$ cat src/rtl/instr_fetch_unit.sv
// Instruction fetch unit: owns the PC and issues one request at a time to a
// variable-latency instruction memory. The returned word is registered and
// presented to the decoder with a valid flag. Jump, taken-branch and flush
// redirects are applied here.
module instr_fetch_unit #(
  parameter int                ADDR_W   = 32,
  parameter logic [ADDR_W-1:0] RESET_PC = 32'h0000_0000
) (
  input  logic              clk,
  input  logic              rst_n,
  output logic              imem_req,
  output logic [ADDR_W-1:0] imem_addr,
  input  logic              imem_valid,
  input  logic [31:0]       imem_rdata,
  input  logic              stall,
  input  logic              jump,
  input  logic [ADDR_W-1:0] jump_target,
  input  logic              branch_taken,
  input  logic [ADDR_W-1:0] branch_target,
  input  logic              flush,
  input  logic [ADDR_W-1:0] flush_pc,
  output logic [31:0]       ins,
  output logic              ins_valid,
  output logic [ADDR_W-1:0] pc,
  output logic [ADDR_W-1:0] pc_plus4
);

  localparam logic [1:0] FETCH = 2'd0;
  localparam logic [1:0] WAIT  = 2'd1;
  localparam logic [1:0] HOLD  = 2'd2;

  localparam logic [ADDR_W-1:0] ALIGN_MASK = ~ADDR_W'(3);
  localparam logic [ADDR_W-1:0] PC_STEP    = ADDR_W'(4);

  logic [1:0]        state, state_d;
  // run is clear for the first cycle out of reset so imem_req stays low
  // while reset is applied and the first request appears one cycle later.
  logic              run;
  // kill marks the single outstanding response as stale after a redirect.
  logic              kill, kill_d;
  logic [ADDR_W-1:0] pc_d;
  logic [31:0]       ins_d;
  logic              ins_valid_d;

  assign imem_req  = (state == FETCH) && run;
  assign imem_addr = pc & ALIGN_MASK;
  assign pc_plus4  = pc + PC_STEP;

  // Next-state, PC redirect and response capture; flush outranks everything.
  always_comb begin
    state_d     = state;
    kill_d      = kill;
    pc_d        = pc;
    ins_d       = ins;
    ins_valid_d = ins_valid;
    case (state)
      FETCH: begin
        ins_valid_d = 1'b0;
        if (!run) begin
          // No request goes out in this cycle, so a flush only moves the PC.
          if (flush) pc_d = flush_pc & ALIGN_MASK;
        end else begin
          state_d = WAIT;
          if (flush) begin
            pc_d   = flush_pc & ALIGN_MASK;
            kill_d = 1'b1;
          end
        end
      end
      WAIT: begin
        if (imem_valid) begin
          if (kill || flush) begin
            kill_d  = 1'b0;
            state_d = FETCH;
            if (flush) pc_d = flush_pc & ALIGN_MASK;
          end else begin
            ins_d       = imem_rdata;
            ins_valid_d = 1'b1;
            state_d     = HOLD;
          end
        end else if (flush) begin
          pc_d   = flush_pc & ALIGN_MASK;
          kill_d = 1'b1;
        end
      end
      HOLD: begin
        if (flush) begin
          pc_d        = flush_pc & ALIGN_MASK;
          ins_valid_d = 1'b0;
          state_d     = FETCH;
        end else if (!stall) begin
          if (jump)              pc_d = jump_target & ALIGN_MASK;
          else if (branch_taken) pc_d = branch_target & ALIGN_MASK;
          else                   pc_d = pc_plus4;
          ins_valid_d = 1'b0;
          state_d     = FETCH;
        end
      end
      default: begin
        state_d     = FETCH;
        kill_d      = 1'b0;
        ins_valid_d = 1'b0;
      end
    endcase
  end

  // State registers with asynchronous active-low reset.
  always_ff @(posedge clk or negedge rst_n) begin
    if (!rst_n) begin
      state     <= FETCH;
      run       <= 1'b0;
      kill      <= 1'b0;
      pc        <= RESET_PC;
      ins       <= '0;
      ins_valid <= 1'b0;
    end else begin
      state     <= state_d;
      run       <= 1'b1;
      kill      <= kill_d;
      pc        <= pc_d;
      ins       <= ins_d;
      ins_valid <= ins_valid_d;
    end
  end

endmodule

$ cat config.mk
export PLATFORM = sky130hd
export DESIGN_NAME = instr_fetch_unit
export DESIGN_NICKNAME = d
export VERILOG_FILES = /design/src/rtl/instr_fetch_unit.sv
export SDC_FILE = /design/constraint.sdc
export NUM_CORES = 1
export LEC_CHECK = 0
export CAP_MARGIN = 20
export CELL_PAD_IN_SITES_DETAIL_PLACEMENT = 2
export CELL_PAD_IN_SITES_GLOBAL_PLACEMENT = 2
export CORE_UTILIZATION = 21
export DETAILED_ROUTE_END_ITERATION = 12
export PLACE_DENSITY = 0.79
export SLEW_MARGIN = 15
export SYNTH_ARGS = -nofsm -noshare
export SYNTH_HDL_FRONTEND = slang
export SYNTH_SLANG_ARGS = --single-unit
$ cat constraint.sdc
create_clock -name clk -period 2.7 [get_ports clk]
set_input_delay 0.54 -clock clk [delete_from_list [all_inputs] [get_ports clk]]
set_output_delay 0.54 -clock clk [all_outputs]
set_load 0.005 [all_outputs]
# Yosys cells after proc, flatten, opt, wreduce, memory -nomap -nowiden
# Cells that the tools add are included.
[totals]
reg_bits = 69
in_bits = 135
out_inout_bits = 130
word_cells = 49
[classes]
add_sub_neg = 1
n_eq_ne = 7
muxes = 24
n_bitwise = 2
n_reduce_logical = 9
[ops]
columns = ["operator", "n"]
rows = [
  ["32-bit two-way mux", 7],
  ["32-bit case mux with 3 select lines", 1],
  ["32-bit by 3-bit adder with 32-bit output (second input constant)", 1],
  ["3-bit AND reduction", 5],
  ["2-bit two-way mux", 5],
  ["1-bit two-way mux", 8],
  ["2-bit != test (second input constant)", 3],
  ["3-bit != test (second input constant)", 2],
  ["2-bit case mux with 3 select lines", 1],
  ["1-bit case mux with 3 select lines", 1],
  ["3-bit nonzero test", 1],
  ["2-bit by 1-bit == test with 1-bit output (second input constant)", 1],
  ["2-bit == test (second input constant)", 1],
  ["2-bit zero test", 1],
  ["1-bit NOT", 2],
  ["1-bit case mux with 2 select lines", 1],
  ["1-bit logical AND", 1],
  ["1-bit logical OR", 1],
]

# Logic depth before layout (Yosys ltp)
# Gate-level depths: netlist of run 1.
[logic_depth]
ltp_word = 6
mapped_depth = 8
ltp_nobuf = 6

# Least setup slack after synthesis of run 1
# OpenSTA, ideal clock, no wires.
[synth_path]
kind = "register to output"
from = "reg pc[2]"
to = "out pc_plus4[30]"
arrival_ns = 2.000
t_required_ns = 2.160
slack_ns = 0.160
path_stages_with_launch = 8
n_path_buf = 1
cell_sequence = "dfrtp_1 ha_1 nand2_1 or3_1 buf_6 nor4b_4 nor2b_1 xor2_1"
[synth_between]
elab_chain_cells = 1
[synth_rtl]
columns = ["element", "line", "rtl"]
rows = [
  ["start: declaration", "24", "output logic [ADDR_W-1:0] pc,"],
  ["start signal: assignment", "120", "pc <= pc_d;"],
  ["32-bit by 3-bit adder with 32-bit output", "47", "assign pc_plus4 = pc + PC_STEP;"],
  ["end: declaration", "25", "output logic [ADDR_W-1:0] pc_plus4"],
]
# Every way passes these cells.

# Final worst setup path of run 1
[layout_path]
from = "reg pc[6]"
to = "out pc_plus4[30]"
# The elaborated chain is that of the path after synthesis.

==> results of run 1 <==
[cell type report]
| type | instances | area [um2] | area share (%) |
|---|---|---|---|
| timing repair buffer | 362 | 3331 | 39.62 |
| multi-input combinational | 362 | 2654 | 31.57 |
| sequential | 67 | 1678 | 19.96 |
| inverter | 9 | 33.78 | 0.4019 |
| clock inverter | 6 | 137.6 | 1.637 |
| antenna | 1 | 2.502 | 0.02977 |
| clock buffer | 9 | 225.2 | 2.679 |
| tap | 275 | 344.1 | 4.093 |
[metrics by stage]
step / hold slack (ps) / utilization (%) / setup TNS, ps
floorplan: 244.4 / - / 0
global placement: 485.3 / 35.83 / -1145
detailed placement: 495.5 / 35.83 / -1994
CTS: 375.8 / 38.85 / -1856
global route: 396.4 / 39.74 / -2129
finish: 328.1 / 39.74 / -1202
[what timing repair did]
item | 4_1_cts | 5_1_grt
hold buffers | 0 | 0
resized for setup | 70 | 47
setup buffers | 24 | 13
setup endpoints to repair | 22 | 18
pin swaps | 13 | 17
[kinds of logic (layout without fill, tap and decap cells)]
logic type | count (synthesis) | count (layout) | synth area share [%]
simple gates | 168 | 168 | 19.58
compound gates | 124 | 124 | 18.67
buf+inv | 88 | 386 | 10.62
flops | 67 | 67 | 36.85
mux | 37 | 37 | 9.021
xor+xnor | 25 | 25 | 4.813
other cells | 2 | 8 | 0.1651
fa+ha+maj | 1 | 1 | 0.2750
[per-layer routing]
layer,share of wire [%],wire length [um],GRT usage [%],vias up
met5,0,0,0,-
met4,2.1,511,8.061,0
met3,4.1,999,3.150,30
met2,55,13350,40.12,156
met1,39,9440,24.72,2766
li1,-,-,-,2433
[registers in the layout, indices dropped and copies added (netlist names)]
name / flops
kill: 1
state: 2
ins: 32
run: 1
pc: 30
ins_valid: 1
[layout by cell type (no fill, tap or decap), types with 4 or more instances in the layout]
master / instances
or4_1: 5
inv_1: 9
nor2_1: 36
nand4_1: 11
nand2b_1: 5
a21oi_1: 25
bufinv_16: 4
buf_6: 10
a221o_1: 7
o211ai_1: 9
buf_2: 8
a211oi_1: 8
buf_4: 101
mux2_2: 32
dfrtp_1: 66
o22ai_1: 7
nand2_1: 36
a31oi_1: 4
xnor2_1: 8
o21ai_0: 25
mux2i_1: 5
nand3_1: 15
clkdlybuf4s50_1: 227
xor2_1: 9
dlygate4sd2_1: 5
nor3_1: 12
a221oi_1: 14
clkbuf_2: 5
xnor2_2: 5
clkbuf_16: 9
nor3b_1: 4
conb_1: 7
[power groups by stage]
stage,clock [uW],sequential (uW),combinational (uW)
4_1_cts,1530,1550,2260
2_1_floorplan,0,1570,720
3_5_place_dp,0,1560,2220
5_1_grt,1570,1590,2450
6_report,1500,1540,2290
3_3_place_gp,0,1510,2130
[final timing paths]
check,from,endpoint,slack [ps],cells after the start
max,pc[6],pc_plus4[30],-250,9
max in group asynchronous,rst_n,pc[15],1690,1
min,rst_n,ins[31],330,1
min reg2reg,ins[14],ins[14],500,1
max reg2reg,pc[6],pc[24],240,8
min in group clk,ins[14],ins[14],500,1
==> impl_metrics.env, run 1 <==
export IMPL_timing_fmax_mhz=338.7
export IMPL_final_cell_count_no_fill=1091
export IMPL_synth_cell_area_um2=4549
export IMPL_initial_antenna_violation_count=1
export IMPL_avgSynthCellArea_um2=8.885
export IMPL_cts_tree="done"
export IMPL_failing_checks="setup timing"
export IMPL_fp_row_count=53
export IMPL_grt_pass1_wl_mm=35.92
export IMPL_path_class="reg -> out"
export IMPL_critical_path_top_cell_by_count="buf_4"
export IMPL_rsz0062_at_grt="yes"
export IMPL_max_slew_margin_rel_pct=36.90
export IMPL_cts_sink_count=67
export IMPL_startpoint_type="register"
export IMPL_finClkSkew_ps=6.337
export IMPL_ctsRootBufferMaster="clkbuf_16"
export IMPL_post_synth_main_area_contributors="dfrtp_1 37%, mux2_2 7.9%, buf_4 6.1%"
export IMPL_clock_slew_seen_by_the_registers_of_the_worst_setup_and_hold_paths_ps=60
export IMPL_fin_ws_ps=-252.1
export IMPL_outcome="complete, but fails checks"
export IMPL_synth_async_reset_ratio_pct=100.0
export IMPL_post_synth_inst_count=512
export IMPL_boundaryPins=265
export IMPL_critical_path_top_delay_family="simple AND/OR/NAND/NOR gates"
export IMPL_grt_pass1_vias=6059
export IMPL_power_leakage_uw=0.003485
export IMPL_finalInstanceArea_um2=8406
export IMPL_post_synth_num_cell_types=60
export IMPL_min_delay_path_class="in -> async"
export IMPL_placeableCoreArea_um2=21150
export IMPL_timing_final_setup_violations=9
export IMPL_critical_path_slowest_cell="or3_4"
export IMPL_pwr_share_seq_pct=29.0
export IMPL_grt_max_degree=68
export IMPL_power_switching_fraction_pct=30.11
export IMPL_dp_cells=1042
export IMPL_fin_nets=947
export IMPL_postSynthRegisterBits=67
export IMPL_avgRoutedWirePerCell_um=22.27
export IMPL_finalWirelength_mm=24.30
export IMPL_transition_time_of_the_tightest_slew_check_pin_ps=946.6
export IMPL_finalCritPeriodShare_pct=109.3
export IMPL_power_report_internal_total_uw=3727
export IMPL_critPathCaptureType="primary output"
export IMPL_synthTopCellsByCount="67 x dfrtp_1, 39 x nand2_1, 37 x buf_4"
export IMPL_final_max_slew_violation_count=0
export IMPL_total_of_warnings_raised_by_yosys=0
export IMPL_io_buffers=252
export IMPL_critPathMaxFanout=5
export IMPL_area_growth_pct=84.76
export IMPL_drive_gt1_share_pct=26.99
export IMPL_finalWeightedCongestion=0.8226
export IMPL_cp_num_buf_inv=4
export IMPL_arrival_time_at_the_worst_endpoint_ps=2410
export IMPL_synthFlopType="dfrtp_1"
export IMPL_routed_via_count=5385
export IMPL_synth_seq_area_share_pct=36.85
export IMPL_postRouteAntennaNets=0
export IMPL_grt_ovfl_total=0
export IMPL_drc=0
export IMPL_place_hpwl_mm=17.99
export IMPL_worstPathCellList="buf_4 > nand4_4 > or3_4 > buf_6 > nor4b_4 > buf_4 > nor2b_4 > xor2_1 > buf_2"
export IMPL_largest_incremental_delay_on_the_critical_path_ps=430
export IMPL_post_drt_via_cell_ratio=4.936
export IMPL_post_route_min_period_ps=2952
export IMPL_clock_insertion_delay_worst_skew_ps=340
export IMPL_cts_path_max_buffers=2
export IMPL_synth_edff_count=0
export IMPL_die_height_um=149.2
export IMPL_place_ws_ps=-400.0
export IMPL_final_fill_count=2263
export IMPL_h_tree_depth=3
export IMPL_clock_power_share_pct=28.0
export IMPL_die_area_um2=22260
export IMPL_grt_total_usage_pct=21.58
export IMPL_totalPowerFinal_uw=5333
export IMPL_yosysMostFrequentCell="dfrtp_1"
export IMPL_power_frac_comb_pct=43.0
export IMPL_net_switching_power_uw=1606
export IMPL_tritoncts_num_buffers=9
export IMPL_initial_core_util_pct=21.51
export IMPL_drt_pass1_iter_count=4
export IMPL_synth_top_cell_area_share_pct=36.85
export IMPL_maxCapViolCount=0
export IMPL_ir_worst_vdd_v=0.0002771
export IMPL_count_of_final_hold_check_violations=0
export IMPL_pwr_density_cell_nw_per_um2=634.5
export IMPL_worstPathRequired_ps=2160
export IMPL_synth_top_area_cell="dfrtp_1"
export IMPL_die_width_um=149.2
export IMPL_drt_iter0_drc=202
export IMPL_dpl_cell_area_um2=7580
No activity file was read; power rests on OpenSTA's default activity.
==> run 2, diff against run 1 <==
--- a/config.mk
+++ b/config.mk
@@ -10,8 +10,9 @@
 export CELL_PAD_IN_SITES_GLOBAL_PLACEMENT = 2
 export CORE_UTILIZATION = 21
 export DETAILED_ROUTE_END_ITERATION = 12
+export GPL_ROUTABILITY_DRIVEN = 0
 export PLACE_DENSITY = 0.79
-export SLEW_MARGIN = 15
+export SLEW_MARGIN = 5
 export SYNTH_ARGS = -nofsm -noshare
 export SYNTH_HDL_FRONTEND = slang
 export SYNTH_SLANG_ARGS = --single-unit
==> results of run 2 <==
The final DEF is identical to that of run 1; final timing and power are the same.
